==> src/rtl/ntt_vec_sequencer.sv <==
// Vector command sequencer for the NTT arithmetic unit: streams operands from RAM into the unit and writes results back.
// Optional build macro NTT_SEQ_PERF_EN enables the cumulative port-A write counter on perf_elems_o.
module ntt_vec_sequencer #(
  parameter int ADDR_W = 10,
  parameter int LEN_W  = 11
) (
  input  logic              clk,
  input  logic              rst,
  input  logic              cmd_valid_i,
  output logic              cmd_ready_o,
  input  logic [2:0]        cmd_opcode_i,
  input  logic [ADDR_W-1:0] cmd_src_a_i,
  input  logic [ADDR_W-1:0] cmd_src_b_i,
  input  logic [ADDR_W-1:0] cmd_src_w_i,
  input  logic [ADDR_W-1:0] cmd_dst_a_i,
  input  logic [ADDR_W-1:0] cmd_dst_b_i,
  input  logic [LEN_W-1:0]  cmd_len_i,
  input  logic [63:0]       cmd_q_i,
  output logic              busy_o,
  output logic              done_o,
  output logic              rd_en_o,
  output logic [ADDR_W-1:0] rd_addr_a_o,
  output logic [ADDR_W-1:0] rd_addr_b_o,
  output logic [ADDR_W-1:0] rd_addr_w_o,
  input  logic [63:0]       rd_data_a_i,
  input  logic [63:0]       rd_data_b_i,
  input  logic [63:0]       rd_data_w_i,
  output logic              wr_en_a_o,
  output logic              wr_en_b_o,
  output logic [ADDR_W-1:0] wr_addr_a_o,
  output logic [ADDR_W-1:0] wr_addr_b_o,
  output logic [63:0]       wr_data_a_o,
  output logic [63:0]       wr_data_b_o,
  output logic [2:0]        au_opcode_o,
  output logic [63:0]       au_q_o,
  output logic [63:0]       au_a_o,
  output logic [63:0]       au_b_o,
  output logic [63:0]       au_w_o,
  input  logic [63:0]       au_res1_i,
  input  logic [63:0]       au_res2_i,
  output logic [31:0]       perf_elems_o
);

  typedef enum logic [1:0] {S_IDLE, S_RUN, S_DRAIN, S_DONE} state_e;

  localparam logic [2:0] OP_BF = 3'd3;

  state_e            state_q;
  logic [2:0]        op_q;
  logic [63:0]       q_q;
  logic [ADDR_W-1:0] dst_a_q, dst_b_q;
  logic [LEN_W-1:0]  len_q, idx_q, idx_d;
  logic              rd_en_q, drain_q;
  logic [ADDR_W-1:0] rd_addr_a_q, rd_addr_b_q, rd_addr_w_q;
  logic              v1_q, v2_q;
  logic [ADDR_W-1:0] off1_q, off2_q;

  assign idx_d = idx_q + LEN_W'(1);

  // NOTE: async reset in the sensitivity list and <= for every state register, so
  // all flops update together at the edge and reset acts without a clock.
  always_ff @(posedge clk or posedge rst) begin
    if (rst) begin
      state_q     <= S_IDLE;
      op_q        <= '0;
      q_q         <= '0;
      dst_a_q     <= '0;
      dst_b_q     <= '0;
      len_q       <= '0;
      idx_q       <= '0;
      rd_en_q     <= 1'b0;
      drain_q     <= 1'b0;
      rd_addr_a_q <= '0;
      rd_addr_b_q <= '0;
      rd_addr_w_q <= '0;
    end else begin
      case (state_q)
        S_IDLE: begin
          if (cmd_valid_i) begin
            op_q        <= cmd_opcode_i;
            q_q         <= cmd_q_i;
            dst_a_q     <= cmd_dst_a_i;
            dst_b_q     <= cmd_dst_b_i;
            len_q       <= cmd_len_i;
            idx_q       <= '0;
            rd_addr_a_q <= cmd_src_a_i;
            rd_addr_b_q <= cmd_src_b_i;
            rd_addr_w_q <= cmd_src_w_i;
            if (cmd_len_i != '0) begin
              state_q <= S_RUN;
              rd_en_q <= 1'b1;
            end else begin
              state_q <= S_DONE;
            end
          end
        end
        S_RUN: begin
          if (idx_q == len_q - LEN_W'(1)) begin
            rd_en_q <= 1'b0;
            drain_q <= 1'b0;
            state_q <= S_DRAIN;
          end else begin
            idx_q       <= idx_d;
            rd_addr_a_q <= rd_addr_a_q + ADDR_W'(1);
            rd_addr_b_q <= rd_addr_b_q + ADDR_W'(1);
            rd_addr_w_q <= rd_addr_w_q + ADDR_W'(1);
          end
        end
        S_DRAIN: begin
          // Two cycles let the last read's data and result retire.
          drain_q <= 1'b1;
          if (drain_q) state_q <= S_DONE;
        end
        default: state_q <= S_IDLE;
      endcase
    end
  end

  // Element index travels with its valid bit: read -> data -> result.
  always_ff @(posedge clk or posedge rst) begin
    if (rst) begin
      v1_q   <= 1'b0;
      v2_q   <= 1'b0;
      off1_q <= '0;
      off2_q <= '0;
    end else begin
      v1_q   <= rd_en_q;
      v2_q   <= v1_q;
      off1_q <= idx_q[ADDR_W-1:0];
      off2_q <= off1_q;
    end
  end

  assign cmd_ready_o = (state_q == S_IDLE);
  assign busy_o      = (state_q == S_RUN) || (state_q == S_DRAIN);
  assign done_o      = (state_q == S_DONE);
  assign rd_en_o     = rd_en_q;
  assign rd_addr_a_o = rd_addr_a_q;
  assign rd_addr_b_o = rd_addr_b_q;
  assign rd_addr_w_o = rd_addr_w_q;

  assign au_opcode_o = op_q;
  assign au_q_o      = q_q;
  assign au_a_o      = rd_data_a_i;
  assign au_b_o      = rd_data_b_i;
  assign au_w_o      = rd_data_w_i;

  // NOTE: write-side address/data are gated by the delayed valid so they read 0
  // whenever no write is in flight, including during reset.
  assign wr_en_a_o   = v2_q;
  assign wr_addr_a_o = v2_q ? dst_a_q + off2_q : '0;
  assign wr_data_a_o = v2_q ? au_res1_i : '0;
  assign wr_en_b_o   = v2_q && (op_q == OP_BF);
  assign wr_addr_b_o = wr_en_b_o ? dst_b_q + off2_q : '0;
  assign wr_data_b_o = wr_en_b_o ? au_res2_i : '0;

`ifdef NTT_SEQ_PERF_EN
  logic [31:0] perf_q;
  always_ff @(posedge clk or posedge rst) begin
    if (rst)       perf_q <= '0;
    else if (v2_q) perf_q <= perf_q + 32'd1;
  end
  assign perf_elems_o = perf_q;
`else
  assign perf_elems_o = '0;
`endif

endmodule

==> config.mk <==
export PLATFORM = sky130hd
export DESIGN_NAME = ntt_vec_sequencer
export DESIGN_NICKNAME = d
export VERILOG_FILES = /design/src/rtl/ntt_vec_sequencer.sv
export SDC_FILE = /design/constraint.sdc
export NUM_CORES = 1
export LEC_CHECK = 0
export ABC_AREA = 1
export BUFFER_PORTS_ARGS = -buffer_cell sky130_fd_sc_hd__buf_2
export CAP_MARGIN = 0
export CORE_AREA = 2 2 359 361
export DETAILED_ROUTE_END_ITERATION = 10
export DIE_AREA = 0 0 361 363
export PLACE_DENSITY = 0.3
export SLEW_MARGIN = 20
export SYNTH_ARGS = -nofsm -noshare
export SYNTH_HDL_FRONTEND = slang
export SYNTH_SLANG_ARGS = --single-unit
==> constraint.sdc <==
create_clock -name clk -period 5.57 [get_ports clk]
set_clock_uncertainty 0.2 [all_clocks]
set_input_delay 1.114 -clock clk [delete_from_list [all_inputs] [get_ports clk]]
set_output_delay 1.114 -clock clk [all_outputs]
set_load 0.005 [all_outputs]
Word level (Yosys, flattened, before mapping). Cells that the tools add are included.

Bits in registers: 165. Bits of input ports: 451.

Equal/unequal tests: 10. Add/sub/neg operators: 7. Multiplexer cells: 26. Reduce and logical (&&, ||, !) cells: 11.

Operators by type and width (count): 64-bit two-way mux (2); 10-bit two-way mux (8); 10-bit case mux with 2 select lines (3); 10-bit by 1-bit adder with 10-bit output, second input constant (3); 11-bit two-way mux (2); 11-bit case mux with 2 select lines (1); 10-bit adder (2); 11-bit by 1-bit adder with 11-bit output, second input constant (1); 11-bit equality test (1); 11-bit nonzero test (1); 11-bit by 1-bit subtractor with 11-bit output, second input constant (1); 2-bit two-way mux (4); 2-bit inequality test, second input constant (4); 2-bit case mux with 3 select lines (1); 3-bit AND reduction (2); 2-bit equality test, second input constant (2); 1-bit case mux with 2 select lines (2); 2-bit AND reduction (2); 4-bit AND reduction (1); 2-bit nonzero test (2); 3-bit by 2-bit equality test with 1-bit output, second input constant (1); 1-bit two-way mux (3); 2-bit by 1-bit equality test with 1-bit output, second input constant (1); 2-bit zero test (1); other kinds (3) (3).

Longest topological paths before layout.
Depth in word-level cells: 4. Gate-level depth with buffers: 15. Gate-level depth less buffers: 15.

Least setup slack after synthesis. OpenSTA, ideal clock, no wires.

Path kind: register to output. Start: register dst_b_q[0]. End: output port wr_addr_b_o[6]. Stages on the path, launching flop included: 11. Arrival time: 1754 ps. Setup slack: 2502 ps. Path buffers: 0. Data required time: 4256 ps. Path through: dfrtp_1 > ha_1 > fa_1 > nand2_1 > inv_1 > o21ai_0 > a21oi_1 > o21ai_0 > nand2_1 > o21ai_0 > a21oi_1.

Cells in the longest elaborated chain, start to end: 2.

RTL lines: from (decl) (RTL line 51) `logic [ADDR_W-1:0] dst_a_q, dst_b_q;`; from (signal assigned) (RTL line 83) `dst_b_q <= cmd_dst_b_i;`; 10-bit adder (RTL line 154) `assign wr_addr_b_o = wr_en_b_o ? dst_b_q + off2_q : '0;`; 10-bit two-way mux (RTL line 154); to (decl) (RTL line 31) `output logic [ADDR_W-1:0] wr_addr_b_o,`.

Every way passes these cells.

Worst setup path in the final report.
Start: register off2_q[4]. End: output port wr_addr_b_o[7].

Cells in the longest elaborated chain, start to end: 2.

RTL lines: from (decl) (RTL line 56) `logic [ADDR_W-1:0] off1_q, off2_q;`; from (signal assigned) (RTL line 130) `off2_q <= off1_q;`; 10-bit adder (RTL line 154); 10-bit two-way mux (RTL line 154).

Every way passes these cells.

==> results.cfg <==
[placed_design]
dp_hpwl_um = 88000
placed_cell_area_mm2 = 0.0140
io_buffers = 509
placedCellCount = 3337
routabilityCongestion = 0.779

[worst_setup_path]
crit_path_end_kind = primary output
r2r_cells = 13
cp_max_fo = 5
arrival_ns = 2.91
worstSetupStartpointType = register
crit_path_end = wr_addr_b_o[7]
required_ns = 4.26
critPathKind = reg2out
reg2reg_to = rd_addr_a_o[3]
ff2ff_setup_slack_ns = 2.77
crit_path_start = off2_q[4]
rr_startpoint = len_q[0]

[timing]
hold_violations = 0
maxSlewViolCount = 0
fin_crit_sh_pct = 75.9
max_freq_ghz = 0.237
worst_slew_pin_slew_ns = 1.03
tns_ns = 0
hold_slack_ns = 0.146
setup_viol = 0
slew_headroom_pct = 31.5
rsz0062_at_grt = false
finalCriticalPeriod_ns = 4.23

[hold_path]
hold_path_class = reg2reg

[route]
postRouteAntennaNets = 0
drt_first_iter_violations = 432
num_vias = 10406
wl_per_cell_um = 29.0
vias_per_cell = 3.07
drc = 0
drtPass1Iterations = 4
wl_um = 98100

[clock_tree]
cts_setup_buffers = 0
cts-resized-gates = 0
clockRootBuffer = clkbuf_16
cts_tree = yes
clockBufferDepth = 2
cts_buffers = 17
numClockSinks = 165
clk_pin_slew_ns = 0.06
clk_latency_ns = 0.50
ctsHoldBuffers = 0
cts_max_level = 4

[final_layout]
largest_reg_flops = 64
layout-drive-gt1-share_pct = 38.7
fin_cells = 3385
syn_to_final_growth_pct = 32.7
finalInstanceArea_mm2 = 0.0147
final_nets = 2174

[floorplan]
fp.dieW_um = 361
num_rows = 131
die_y_um = 363
core-area_mm2 = 0.127
io_pins = 926
initial_core_util_pct = 8.70
die_area_mm2 = 0.131

[global_routing]
grtUsageTotal_pct = 14.7
grt_pass1_vias = 10627
grt_first_pass_wirelength_um = 121000
grt_max_degree = 89
grt.overflow.total = 0
antenna_found_initial = 82

[run]
drv_cap = 0

[status]
outcome = finished, final reports clean

[power_and_ir_drop]
p_leak_nw = 7.68
power_density_mw_per_mm2 = 442
ir_drop_mv = 0.290

[yosys]
avgSynthCellArea_um2 = 7.91
ys_types = 38
seq_area_frac_synth_pct = 37.4
postSynthCellCount = 1397
ys.warnings.count = 0
synth-seq-cells = 165
syn_area_mm2 = 0.0111
## synth_stat cells
cell type	count	area, um^2
nand2_1	290	1090
a21oi_1	34	170
inv_1	187	702
nand3_1	77	385
o21ai_0	35	175
nand4_1	15	93.8
mux2_2	88	991
nand3_2	1	10.0
clkbuf_1	34	128
buf_6	4	45.0
conb_1	1	3.75
clkinv_1	1	3.75
nor2_1	120	450
a211oi_1	1	7.51
xnor2_1	9	78.8
o21bai_1	1	7.51
nor2_2	8	50.1
nand4_2	1	12.5
nor3_1	14	70.1
buf_2	9	45.0
o2111ai_1	1	8.76
fa_1	2	40.0
buf_1	1	3.75
a21o_1	1	7.51
nand2_2	1	6.26
nor3b_1	3	22.5
o21a_1	2	15.0
o22ai_1	1	6.26
o21ai_1	2	10.0
buf_4	224	1680
dfrtp_1	165	4130
a31oi_1	7	43.8
ha_1	27	338
nor4_1	5	31.3
nand3b_1	2	15.0
inv_2	5	18.8
xor2_1	17	149
or2_2	1	6.26
## kinds of logic after synthesis
logic type | share of synthesized area (%)
buffers and inverters | 23.8
XOR/XNOR | 2.06
adder cells (fa/ha/maj) | 3.42
multiplexers | 8.97
AO/OA/AOI/OAI | 4.09
AND/OR/NAND/NOR | 20.3
other | 0.0339
flip-flops | 37.4
## cells in the final DEF (no fill, tap or decap), types with 27 or more instances in the layout
master and instances:
a21oi_1 34, buf_2 509, conb_1 32, dfrtp_1 164
ha_1 27, inv_1 186, mux2_2 88, nand2_1 289
nand3_1 77, nor2_1 120, o21ai_0 35
## stage by stage
step | setup slack, ns | util (%) | power, W
2_1_floorplan | 2.16 | - | 0.00379
3_3_place_gp | 1.80 | 11.0 | 0.00538
3_5_place_dp | 1.81 | 11.0 | 0.00537
4_1_cts | 1.25 | 11.5 | 0.00670
5_1_grt | 1.00 | 11.5 | 0.00712
6_report | 1.34 | 11.5 | 0.00647
## report_power, final
part | total, W | internal (W) | switching (W)
sequential | 0.00211 | 0.00169 | 0.000419
combinational | 0.00309 | 0.00120 | 0.00189
clock | 0.00127 | 0.000653 | 0.000618
## how the worst min path moves through the flow
stage               from  depth (start not counted)         to
3_3_place_gp   off1_q[6]                          0  off2_q[6]
6_report       off1_q[7]                          0  off2_q[7]
4_1_cts        off1_q[7]                          0  off2_q[7]
3_5_place_dp   off1_q[0]                          0  off2_q[0]
2_1_floorplan  off1_q[0]                          0  off2_q[0]
5_1_grt        off1_q[6]                          0  off2_q[6]
## per-layer routing
metal  vias to the layer above  wire, um  GRT usage [%]
met5                         -       273              0
met4                        38      2200           3.18
met3                       145     25400           17.3
met2                       751     38500           20.4
met1                      4770     31700           13.9
li1                       4702         -              -
## critical path: stages (launching register included)
cell     delay (ns)
dfrtp_1        0.41
ha_1           0.36
nand2_1        0.09
o21ai_0        0.22
a21oi_1        0.09
o21ai_0        0.42
o21ai_0        0.13
a21oi_1        0.47
buf_2          0.22
## final cells by class
class | instances | area (um^2)
fill | 14903 | 112000
multi-input combinational | 798 | 4430
sequential | 165 | 4130
timing repair buffer | 519 | 2660
tap | 1662 | 2080
inverter | 193 | 728
clock buffer | 19 | 453
clock inverter | 13 | 140
antenna | 16 | 40.0
(Power assumes the default switching activity.)
